`src/rtl/idct_transpose_buf.sv`:
```
// Transpose buffer between the column and row 4-point IDCT passes.
// Serial row-major samples in, clipped columns out, ping-pong banks.
module idct_transpose_buf #(
    parameter int DATA_W = 25,
    parameter int CLIP_W = 16
) (
    input  logic              clk,
    input  logic              reset,
    input  logic [DATA_W-1:0] in_data,
    input  logic              in_valid,
    output logic              in_ready,
    output logic [DATA_W-1:0] d_out_1,
    output logic [DATA_W-1:0] d_out_2,
    output logic [DATA_W-1:0] d_out_3,
    output logic [DATA_W-1:0] d_out_4,
    output logic              out_valid,
    input  logic              out_ready,
    output logic              out_last,
    output logic              clip_evt
);

    localparam logic signed [DATA_W-1:0] MAXV = DATA_W'((2 ** (CLIP_W - 1)) - 1);
    localparam logic signed [DATA_W-1:0] MINV = DATA_W'(-(2 ** (CLIP_W - 1)));

    logic [CLIP_W-1:0] mem [0:1][0:15];
    logic [3:0]        wcnt;
    logic              wbank;
    logic [1:0]        rcnt;
    logic              rbank;
    logic [1:0]        full;

    logic              wr_en;
    logic              rd_en;
    logic              sat;
    logic [CLIP_W-1:0] clip_val;

    function automatic logic [DATA_W-1:0] sext(input logic [CLIP_W-1:0] v);
        return {{(DATA_W - CLIP_W){v[CLIP_W-1]}}, v};
    endfunction

    always_comb begin
        sat      = 1'b0;
        clip_val = in_data[CLIP_W-1:0];
        if ($signed(in_data) > MAXV) begin
            sat      = 1'b1;
            clip_val = MAXV[CLIP_W-1:0];
        end else if ($signed(in_data) < MINV) begin
            sat      = 1'b1;
            clip_val = MINV[CLIP_W-1:0];
        end
    end

    assign in_ready  = !full[wbank];
    assign out_valid = full[rbank];
    assign out_last  = out_valid && (rcnt == 2'd3);
    assign wr_en     = in_valid && in_ready;
    assign rd_en     = out_valid && out_ready;

    // Row i of the block sits at index {i, col}, so a column is a fixed-stride pick.
    assign d_out_1 = sext(mem[rbank][{2'd0, rcnt}]);
    assign d_out_2 = sext(mem[rbank][{2'd1, rcnt}]);
    assign d_out_3 = sext(mem[rbank][{2'd2, rcnt}]);
    assign d_out_4 = sext(mem[rbank][{2'd3, rcnt}]);

    always_ff @(posedge clk) begin
        if (!reset) begin
            wcnt     <= '0;
            wbank    <= 1'b0;
            rcnt     <= '0;
            rbank    <= 1'b0;
            full     <= '0;
            clip_evt <= 1'b0;
            for (int unsigned b = 0; b < 2; b++) begin
                for (int unsigned i = 0; i < 16; i++) begin
                    mem[b][i] <= '0;
                end
            end
        end else begin
            clip_evt <= 1'b0;
            if (wr_en) begin
                mem[wbank][wcnt] <= clip_val;
                clip_evt         <= sat;
                if (wcnt == 4'd15) begin
                    full[wbank] <= 1'b1;
                    wbank       <= ~wbank;
                    wcnt        <= '0;
                end else begin
                    wcnt <= wcnt + 4'd1;
                end
            end
            // Reads only touch a full bank, writes only a non-full one: never the same bit.
            if (rd_en) begin
                if (rcnt == 2'd3) begin
                    full[rbank] <= 1'b0;
                    rbank       <= ~rbank;
                    rcnt        <= '0;
                end else begin
                    rcnt <= rcnt + 2'd1;
                end
            end
        end
    end

endmodule

```
`config.mk`:
```
export PLATFORM = sky130hd
export DESIGN_NAME = idct_transpose_buf
export DESIGN_NICKNAME = d
export VERILOG_FILES = /design/src/rtl/idct_transpose_buf.sv
export SDC_FILE = /design/constraint.sdc
export NUM_CORES = 1
export LEC_CHECK = 0
export BUFFER_PORTS_ARGS = -buffer_cell sky130_fd_sc_hd__buf_2
export CAP_MARGIN = 0
export CORE_MARGIN = 2
export CORE_UTILIZATION = 61
export DETAILED_ROUTE_END_ITERATION = 8
export PLACE_DENSITY = 0.8
export SLEW_MARGIN = 20
export SYNTH_ARGS = -nofsm -noshare
export SYNTH_HDL_FRONTEND = slang
export SYNTH_SLANG_ARGS = --single-unit
```
`constraint.sdc`:
```
create_clock -name clk -period 2.9 [get_ports clk]
set_input_delay 0.29 -clock clk [delete_from_list [all_inputs] [get_ports clk]]
set_output_delay 0.29 -clock clk [all_outputs]
set_load 0.005 [all_outputs]
```
==> flow_metrics.py, run 1 <==
metrics = {
    "outcome": {
        "status": "finished clean",
    },
    "yosys": {
        "synth_edf_count": 512,
        "syn-num-nets": 1348,
        "synth_top_family_by_area": "multiplexers",
        "ys.flop_type": "edfxtp_1",
        "synth_mux_area_frac": 0.159,
        "yosysWarnings": 0,
        "synth_top_area_frac": 0.676,
        "synth_area_sq_um": 22700,
        "ys_ff_latch": 524,
        "synthSimpleGateAreaFrac": 0.0272,
        "synth.area.top_cells": "edfxtp_1 (68%), mux4_2 (13%), a21oi_1 (6.1%)",
        "postSynth.asyncResetShare": 0,
        "synth_xor_area_frac": 0,
        "yosys.area.top_type": "edfxtp_1",
        "synth.most_common_cell": "edfxtp_1",
        "synthTopCellsByCount": "edfxtp_1 (512), a21oi_1 (277), mux4_2 (128)",
        "synthCells": 1314,
        "synthAdderAreaFrac": 0.00275,
        "yosysUniqueCellTypes": 45,
        "syn_area_per_cell_sq_um": 17.3,
        "synth_compound_area_frac": 0.0863,
        "ys_seq_area_frac": 0.687,
    },
    "sta": {
        "slew_headroom": 0.252,
        "fin_tns_setup_ps": 0,
        "period_share": 0.968,
        "slew_viol_final": 0,
        "setup_ws_ps": 94.0,
        "final-hold-violation-count": 0,
        "setup_viol": 0,
        "max_clock_freq_mhz": 356,
        "skew_ps": 9.87,
        "worstMarginPinSlew_ps": 1120,
        "rsz0062_at_grt": "false",
        "min_period_ps": 2810,
    },
    "clocking": {
        "numCtsBuffers": 51,
        "clkSlewWorstSetupHoldPaths_ps": 60,
        "cts_resized": 0,
        "clockBufferDepth": 3,
        "cts_sinks": 524,
        "clk_latency_ps": 570,
        "clockRootBuffer": "clkbuf_16",
        "cts_max_level": 2,
        "tritoncts": "yes",
    },
    "grt": {
        "grt_max_degree": 32,
        "grt_pass1_wl_mm": 89.7,
        "grt_usage": 0.322,
        "grt_pass1_vias": 14100,
        "antenna_found_initial": 2,
        "grt.overflow.total": 0,
    },
    "routing": {
        "via_count": 14000,
        "first_pass_iters": 5,
        "wl_per_cell_um": 30.8,
        "drt_iter0_drc": 1973,
        "ant_nets": 0,
        "drt-total-wl_mm": 61.3,
        "via_per_inst": 7.03,
        "drc": 0,
    },
    "worst_hold_path": {
        "min_path_cells": 3,
        "hp-class": "in -> reg",
    },
    "pwr": {
        "sw_frac_of_total": 0.213,
        "clockPowerShare": 0.393,
        "powerDensity_nw_per_um2": 613,
        "p_comb_frac": 0.056,
        "p_sw_w": 0.00340,
        "pwr-share-seq": 0.551,
        "leakage_nw": 9.38,
        "p_int_w": 0.0125,
        "peakVddDrop_v": 0.000457,
    },
    "worst_setup_path": {
        "required_ps": 2610,
        "path_depth": 4,
        "crit_fanout": 22,
        "crit_path_cell_trace": "buf_4 > mux4_2 > mux2_2 > buf_2",
        "worstSetupEndpointType": "output pin",
        "reg2reg_depth": 5,
        "crit_buf_inv": 2,
        "cpMaxStageDelayCell": "dfxtp_4",
        "startpoint_type": "flop",
        "path_delay_family": "multiplexers",
        "crit_type": "reg -> out",
        "crit_arrival_ps": 2520,
        "critPathMaxStageDelay_ps": 640,
    },
    "cells_and_area": {
        "nets": 1520,
        "synthToLayoutAreaGrowth_pct": 14.3,
        "drive_above_1_share": 0.369,
        "insertedDiodeCount": 0,
        "fill_cells": 2217,
    },
    "placement": {
        "portBuffers": 132,
        "gp_congestion": 0.903,
        "pre_cts_ws_ps": 286,
        "dp.final_hpwl_mm": 37.3,
    },
    "floorplan": {
        "placementRows": 70,
        "num_io_pins": 133,
        "start_util": 0.620,
        "die_w_um": 197,
        "dieHeight_um": 197,
        "design.die.area_sq_um": 38800,
        "core_sq_um": 36700,
    },
    "job": {
        "drv_cap": 0,
    },
}
[power groups by stage]
| stage | Clock [W] | Sequential [W] | Combinational, W |
|---|---|---|---|
| global placement | 0 | 0.00890 | 0.000843 |
| CTS | 0.00627 | 0.00878 | 0.000874 |
| finish | 0.00626 | 0.00877 | 0.000889 |
| floorplan | 0 | 0.00889 | 0.000482 |
| global route | 0.00654 | 0.00880 | 0.000923 |
| detailed placement | 0 | 0.00893 | 0.000866 |
[metal layers]
metal  global-route usage  share of wire  vias to the layer above
met5                    0        0.00038                        -
met4               0.0997          0.029                        4
met3               0.0676           0.12                      161
met2                0.537           0.50                     1121
li1                     -              -                     5646
met1                0.432           0.34                     7068
[final cells by class]
type,count,area [sq um],area share
Sequential cell,524,15600,0.601
Timing Repair Buffer,267,1860,0.0715
Inverter,14,52.6,0.00202
Clock inverter,33,215,0.00828
Clock buffer,57,1340,0.0516
Tap cell,468,586,0.0225
Multi-Input combinational cell,628,6310,0.243
[worst min-delay path, stage by stage]
cell and delay, ps:
buf_2 190, nand3_1 110, a21oi_1 60
[through the flow]
step / total power, W / hold slack, ps / utilization / instances / instance area [sq um]
floorplan: 0.00937 / 408 / - / 1314 / 22700
global route: 0.0163 / 158 / 0.708 / 1991 / 26000
CTS: 0.0159 / 119 / 0.706 / 1980 / 25900
finish: 0.0159 / 145 / 0.708 / 1991 / 26000
global placement: 0.00974 / 510 / 0.662 / 1888 / 24300
detailed placement: 0.00979 / 527 / 0.662 / 1888 / 24300
[sequential cells by signal, summed over array words and instances (netlist names), named ones only]
signal,cells
mem,512
wcnt,4
full,2
rcnt,2
clip_evt,1
rbank,1
wbank,1
[layout by cell type, fill, tap and decap left out, types with 6 or more instances in the layout]
cell | synthesis | layout
a21oi_1 | 277 | 272
a21oi_2 | 1 | 6
and2_1 | 8 | 8
buf_12 | 0 | 13
buf_2 | 24 | 132
buf_4 | 36 | 120
clkbuf_16 | 0 | 53
clkinv_1 | 1 | 21
clkinv_2 | 0 | 10
dfxtp_1 | 12 | 9
edfxtp_1 | 512 | 512
inv_1 | 12 | 12
mux2_2 | 65 | 65
mux4_2 | 128 | 128
nand2_1 | 21 | 21
nand3_1 | 22 | 22
nand4_1 | 17 | 17
nor2_1 | 13 | 13
o21ai_1 | 0 | 8
o21ai_2 | 0 | 7
o41ai_4 | 15 | 15
[worst paths after layout]
check | slack (ps) | endpoint | start
max | 90 | d_out_1[22] | rcnt[0]
min | 150 | wcnt[1] | in_valid
max reg2reg | 380 | mem[1][156] | wcnt[0]
min reg2reg | 540 | full[1] | rbank
[cells by family (layout without fill, tap and decap cells)]
logic type               after synthesis  after routing
adder cells (fa/ha/maj)                5              5
AND/OR/NAND/NOR                      110            110
multiplexers                         194            194
flip-flops                           524            524
AO/OA/AOI/OAI                        319            319
buffers and inverters                162            371
[timing repair]
action                                  4_1_cts  5_1_grt
endpoints found under the hold margin         1        0
hold buffers                                  1        0
endpoints found under the setup margin       14       10
cloned                                        0        0
buffers inserted                              1       11
Note: power is estimated with default switching activity, not from simulation.
==> inputs of run 2 (changes only) <==
--- a/config.mk
+++ b/config.mk
@@ -8,9 +8,8 @@
 export BUFFER_PORTS_ARGS = -buffer_cell sky130_fd_sc_hd__buf_2
 export CAP_MARGIN = 0
 export CORE_MARGIN = 2
-export CORE_UTILIZATION = 61
+export CORE_UTILIZATION = 46
 export DETAILED_ROUTE_END_ITERATION = 8
-export PLACE_DENSITY = 0.8
 export SLEW_MARGIN = 20
 export SYNTH_ARGS = -nofsm -noshare
 export SYNTH_HDL_FRONTEND = slang
==> run 2 against run 1 <==
Net effect:
- hold slack worse by 51 ps
- global-route usage fell by 6.1 points
- maximum frequency grew 0.36%
- sequential power barely moved
- flip-flop and latch count is the same
- via count fell by 2.2%
- count of clock-buffer cells in the layout up 11
- utilization fell by 17 points
- first-iteration DRC count shrank 21%
==> flow_metrics.py, run 2 (synthesis gave the netlist of run 1 again) <==
metrics = {
    "routing": {
        "drt-total-wl_mm": 65.5,
        "wl_per_cell_um": 29.8,
        "drt_iter0_drc": 1561,
        "via_per_inst": 6.24,
        "via_count": 13700,
        "first_pass_iters": 5,
        "drc": 0,
        "ant_nets": 0,
    },
    "cells_and_area": {
        "layout_common_cells": "edfxtp_1 (512), a21oi_1 (272), buf_2 (132)",
        "top_register": "mem",
        "insertedDiodeCount": 0,
        "largest_register_ffs": 512,
        "drive_above_1_share": 0.377,
        "synthToLayoutAreaGrowth_pct": 16.1,
        "mostFrequentLayoutCell": "edfxtp_1",
        "largestRegisters": "mem (512), wcnt (4)",
        "nets": 1523,
    },
    "job": {
        "drv_cap": 0,
    },
    "grt": {
        "antenna_found_initial": 0,
        "grt_max_degree": 37,
        "grt_usage": 0.261,
        "grt_pass1_vias": 13800,
        "grt_pass1_wl_mm": 94.5,
        "grt.overflow.total": 0,
    },
    "floorplan": {
        "design.die.area_sq_um": 51200,
        "placementRows": 81,
        "start_util": 0.466,
        "num_io_pins": 133,
        "core_sq_um": 48800,
        "dieHeight_um": 226,
        "die_w_um": 226,
    },
    "placement": {
        "portBuffers": 132,
        "dp.final_hpwl_mm": 38.9,
        "gp_congestion": 0.821,
    },
    "pwr": {
        "p_comb_frac": 0.057,
        "peakVddDrop_v": 0.000483,
        "leakage_nw": 9.43,
        "powerDensity_nw_per_um2": 617,
        "clockPowerShare": 0.406,
        "power_w": 0.0163,
        "pwr-share-seq": 0.537,
        "sw_frac_of_total": 0.219,
        "p_sw_w": 0.00358,
        "p_int_w": 0.0127,
    },
    "sta": {
        "slew_headroom": 0.245,
        "final-hold-violation-count": 0,
        "slew_viol_final": 0,
        "max_clock_freq_mhz": 358,
        "rsz0062_at_grt": "false",
        "fin_tns_setup_ps": 0,
        "skew_ps": 21.1,
        "worstMarginPinSlew_ps": 1130,
        "min_period_ps": 2800,
        "setup_viol": 0,
        "period_share": 0.964,
    },
    "worst_setup_path": {
        "startpoint_type": "flop",
        "crit_path_cell_trace": "buf_12 > mux4_2 > mux2_2 > buf_2",
        "crit_buf_inv": 2,
        "cpMaxStageDelayCell": "dfxtp_4",
        "reg2reg_depth": 6,
        "reg2reg_slack_ps": 330,
        "crit_arrival_ps": 2510,
        "worstSetupEndpointType": "output pin",
        "r2r-start": "wcnt[0]",
        "path_delay_family": "flip-flops",
        "crit_fanout": 34,
        "worstReg2RegEnd": "mem[1][101]",
        "crit_type": "reg -> out",
        "required_ps": 2610,
        "critPathMaxStageDelay_ps": 720,
    },
    "clocking": {
        "tritoncts": "yes",
        "cts_sinks": 524,
        "clockBufferDepth": 3,
        "numCtsBuffers": 54,
        "clk_latency_ps": 610,
        "clockRootBuffer": "clkbuf_16",
        "clkSlewWorstSetupHoldPaths_ps": 60,
        "cts_max_level": 2,
    },
    "worst_hold_path": {
        "min-delay-start": "in_valid",
        "min_path_cells": 3,
        "hold_end": "wcnt[1]",
        "hp-class": "in -> reg",
    },
    "outcome": {
        "status": "finished clean",
    },
}
==> run 2: changes by cell type in the layout (fill, tap and decap cells not counted), sizes merged <==
cell      before  now
clkbuf        57   68
clkinv        31   26
clkinvlp       0    1
inv           13   14
==> run 2: timing repair <==
item	in CTS	in global routing
endpoints found under the hold margin	2	0
gates resized for setup	3	0
hold buffers	1	0
buffers inserted	5	0
setup endpoints to repair	45	0
==> run 2: stage by stage <==
step	cell area [sq um]	instances	utilization	setup WS, ps	hold WS [ps]
final	26400	2195	0.540	104	94.0
after global routing	26400	2195	0.540	45.8	102
after CTS	26400	2195	0.540	88.5	63.0
after detailed placement	24600	2091	0.505	277	531
after global placement	24600	2091	0.504	289	520
after floorplan	22700	1314	-	241	408
==> run 2: tightest hold or removal path, stage by stage <==
cell	delay (ps)
buf_2	190
nand3_1	110
a21oi_1	50
==> run 2: power groups by stage <==
stage,clock [W],sequential (W),combinational [W]
global route,0.00697,0.00879,0.000977
global placement,0,0.00890,0.000914
floorplan,0,0.00889,0.000482
CTS,0.00670,0.00876,0.000928
finish,0.00661,0.00876,0.000929
detailed placement,0,0.00892,0.000924
==> run 2: worst max path at each step <==
| stage | startpoint | to | slack [ps] | cells after the start |
|---|---|---|---|---|
| 3_5_place_dp | in_data[20] | mem[1][140] | 280 | 5 |
| 3_3_place_gp | wcnt[0] | mem[1][237] | 290 | 6 |
| 5_1_grt | flop | d_out_2[15] | 50 | 5 |
| 6_report | rcnt[0] | d_out_1[10] | 100 | 4 |
| 4_1_cts | rcnt[0] | d_out_2[5] | 90 | 4 |
| 2_1_floorplan | wbank | mem[1][128] | 240 | 4 |
==> run 2: routing by layer <==
metal	wire length (um)	up-vias	part of all wire	track usage
met5	0	-	0	0
met4	1580	0	0.024	0.0741
met3	5340	107	0.082	0.0417
met2	32000	667	0.49	0.423
met1	26500	7258	0.40	0.367
li1	-	5657	-	-
==> run 2: area by class of cell <==
cell class / count / area (sq um)
clock buffer: 68 / 1430
clock inverter: 30 / 244
fill: 3990 / 22400
inverter: 14 / 52.6
multi-input combinational: 628 / 6340
sequential: 524 / 15600
tap: 664 / 831
timing repair buffer: 267 / 1880
==> inputs of run 3 (changes only) <==
--- a/config.mk
+++ b/config.mk
@@ -5,11 +5,11 @@
 export SDC_FILE = /design/constraint.sdc
 export NUM_CORES = 1
 export LEC_CHECK = 0
-export BUFFER_PORTS_ARGS = -buffer_cell sky130_fd_sc_hd__buf_2
 export CAP_MARGIN = 0
 export CORE_MARGIN = 2
 export CORE_UTILIZATION = 46
 export DETAILED_ROUTE_END_ITERATION = 8
+export DONT_BUFFER_PORTS = 1
 export SLEW_MARGIN = 20
 export SYNTH_ARGS = -nofsm -noshare
 export SYNTH_HDL_FRONTEND = slang
==> constraint.sdc (replaced) <==
create_clock -name clk -period 2.34 [get_ports clk]
set_input_delay 0.234 -clock clk [delete_from_list [all_inputs] [get_ports clk]]
set_output_delay 0.234 -clock clk [all_outputs]
set_load 0.005 [all_outputs]
==> run 3 against run 2 <==
Net effect:
- the run now ends with setup timing left
- sequential share of layout area fell by 1.0 points
- clock skew down 2.0 ps
- critical path depth increased by 1
- first-iteration DRC count rose by 5.4%
- non-clock buffer count is 83 lower
- critical endpoint is now d_out_1[12]
- highest routed layer unchanged
==> flow_metrics.py, run 3 (synthesis gave the netlist of run 1 again) <==
metrics = {
    "clocking": {
        "numCtsBuffers": 54,
        "clkSlewWorstSetupHoldPaths_ps": 60,
        "clk_latency_ps": 610,
        "cts_sinks": 524,
        "clockRootBuffer": "clkbuf_16",
        "clockBufferDepth": 3,
        "cts_max_level": 2,
        "tritoncts": "yes",
    },
    "cells_and_area": {
        "synthToLayoutAreaGrowth_pct": 18.2,
        "fill_cells": 3879,
        "top_register": "mem",
        "largest_register_ffs": 512,
        "nets": 1440,
        "insertedDiodeCount": 0,
        "layout_common_cells": "edfxtp_1 (512), a21oi_1 (272), mux4_2 (128)",
        "largestRegisters": "mem (512), wcnt (4)",
        "mostFrequentLayoutCell": "edfxtp_1",
        "finalInstanceArea_sq_um": 26900,
        "drive_above_1_share": 0.338,
    },
    "pwr": {
        "leakage_nw": 9.40,
        "peakVddDrop_v": 0.000433,
        "powerDensity_nw_per_um2": 745,
    },
    "grt": {
        "grt_usage": 0.264,
        "grt_max_degree": 37,
        "grt_pass1_wl_mm": 95.3,
        "grt.overflow.total": 0,
        "grt_pass1_vias": 13600,
        "antenna_found_initial": 0,
    },
    "placement": {
        "gp_congestion": 0.782,
        "dpl_cell_area_sq_um": 24400,
        "dp.final_hpwl_mm": 38.9,
        "pre_cts_ws_ps": -89.8,
        "portBuffers": 0,
    },
    "floorplan": {
        "start_util": 0.466,
        "core_sq_um": 48800,
        "die_w_um": 226,
        "dieHeight_um": 226,
        "placementRows": 81,
        "design.die.area_sq_um": 51200,
        "num_io_pins": 133,
    },
    "worst_setup_path": {
        "crit_type": "reg -> out",
        "crit_arrival_ps": 2290,
        "required_ps": 2110,
        "r2r-start": "wcnt[0]",
        "crit_fanout": 8,
        "startpoint_type": "flop",
        "worstReg2RegEnd": "mem[1][166]",
        "worstSetupEndpointType": "output pin",
        "reg2reg_depth": 8,
        "reg2reg_slack_ps": 100,
        "worstSetupEndpoint": "d_out_1[12]",
    },
    "outcome": {
        "status": "complete, but fails checks",
        "violations": "setup timing",
    },
    "routing": {
        "drc": 0,
        "drt_iter0_drc": 1645,
        "first_pass_iters": 5,
        "ant_nets": 0,
        "wl_per_cell_um": 31.3,
        "via_per_inst": 6.31,
        "via_count": 13300,
        "drt-total-wl_mm": 66.0,
    },
    "worst_hold_path": {
        "hp-class": "in -> reg",
    },
    "sta": {
        "min_period_ps": 2530,
        "timing.hold.ws_ps": 42.9,
        "slew_headroom": 0.526,
        "skew_ps": 19.0,
        "rsz0062_at_grt": "true",
        "fin_tns_setup_ps": -10670,
        "final-hold-violation-count": 0,
        "slew_viol_final": 0,
        "worstMarginPinSlew_ps": 710,
        "max_clock_freq_mhz": 396,
        "setup_viol": 100,
        "period_share": 1.08,
        "setup_ws_ps": -188,
    },
    "job": {
        "drv_cap": 0,
    },
}
==> run 3: where the power goes <==
group          internal (W)  switching (W)
Sequential           0.0107       0.000107
Clock               0.00450        0.00354
Combinational      0.000394       0.000724
Total                0.0156        0.00437
==> run 3: per-layer routing <==
layer | wire length (um) | up-vias | track usage
li1 | - | 5493 | -
met1 | 26000 | 6988 | 0.371
met2 | 32100 | 736 | 0.425
met3 | 6430 | 100 | 0.0534
met4 | 1490 | 0 | 0.0666
met5 | 0 | - | 0
==> run 3: per-stage QoR <==
| step | power [W] | instances | utilization |
|---|---|---|---|
| after detailed placement | 0.0121 | 1974 | 0.500 |
| after floorplan | 0.0116 | 1314 | - |
| after global routing | 0.0206 | 2109 | 0.550 |
| after global placement | 0.0121 | 1974 | 0.500 |
| after CTS | 0.0201 | 2108 | 0.549 |
| final | 0.0200 | 2109 | 0.550 |
==> run 3: cell type report <==
| cell class | instances | area [sq um] | share of cell area |
|---|---|---|---|
| repair buffers | 184 | 2220 | 0.0825 |
| clock buffers | 67 | 1460 | 0.0545 |
| flip-flops and latches | 524 | 15600 | 0.581 |
| well taps | 664 | 831 | 0.0309 |
| inverters | 14 | 52.6 | 0.00195 |
| multi-input cells | 628 | 6530 | 0.243 |
| clock inverters | 28 | 155 | 0.00577 |
==> run 3: worst max-delay path, cell delays in order (launching register included) <==
cell and delay [ps]:
dfxtp_4 410, buf_6 150, buf_12 160, buf_12 140
mux4_2 510, mux2_4 310
==> run 3: how the worst min path moves through the flow <==
stage                     slack, ps  depth (start not counted)       from          end
final                            40                          2      reset  mem[1][182]
after global routing             20                          2      reset   mem[1][95]
after floorplan                 350                          1  out_ready      full[1]
after detailed placement        360                          1  out_ready      full[1]
after global placement          360                          2      reset      full[0]
after CTS                         7                          2      reset   mem[1][79]
==> run 3: what timing repair did <==
action	4_1_cts	5_1_grt
gates cloned	7	2
hold endpoints to repair	27	0
hold buffers	7	0
gates resized for setup	77	11
setup buffers	26	0
setup endpoints to repair	145	205
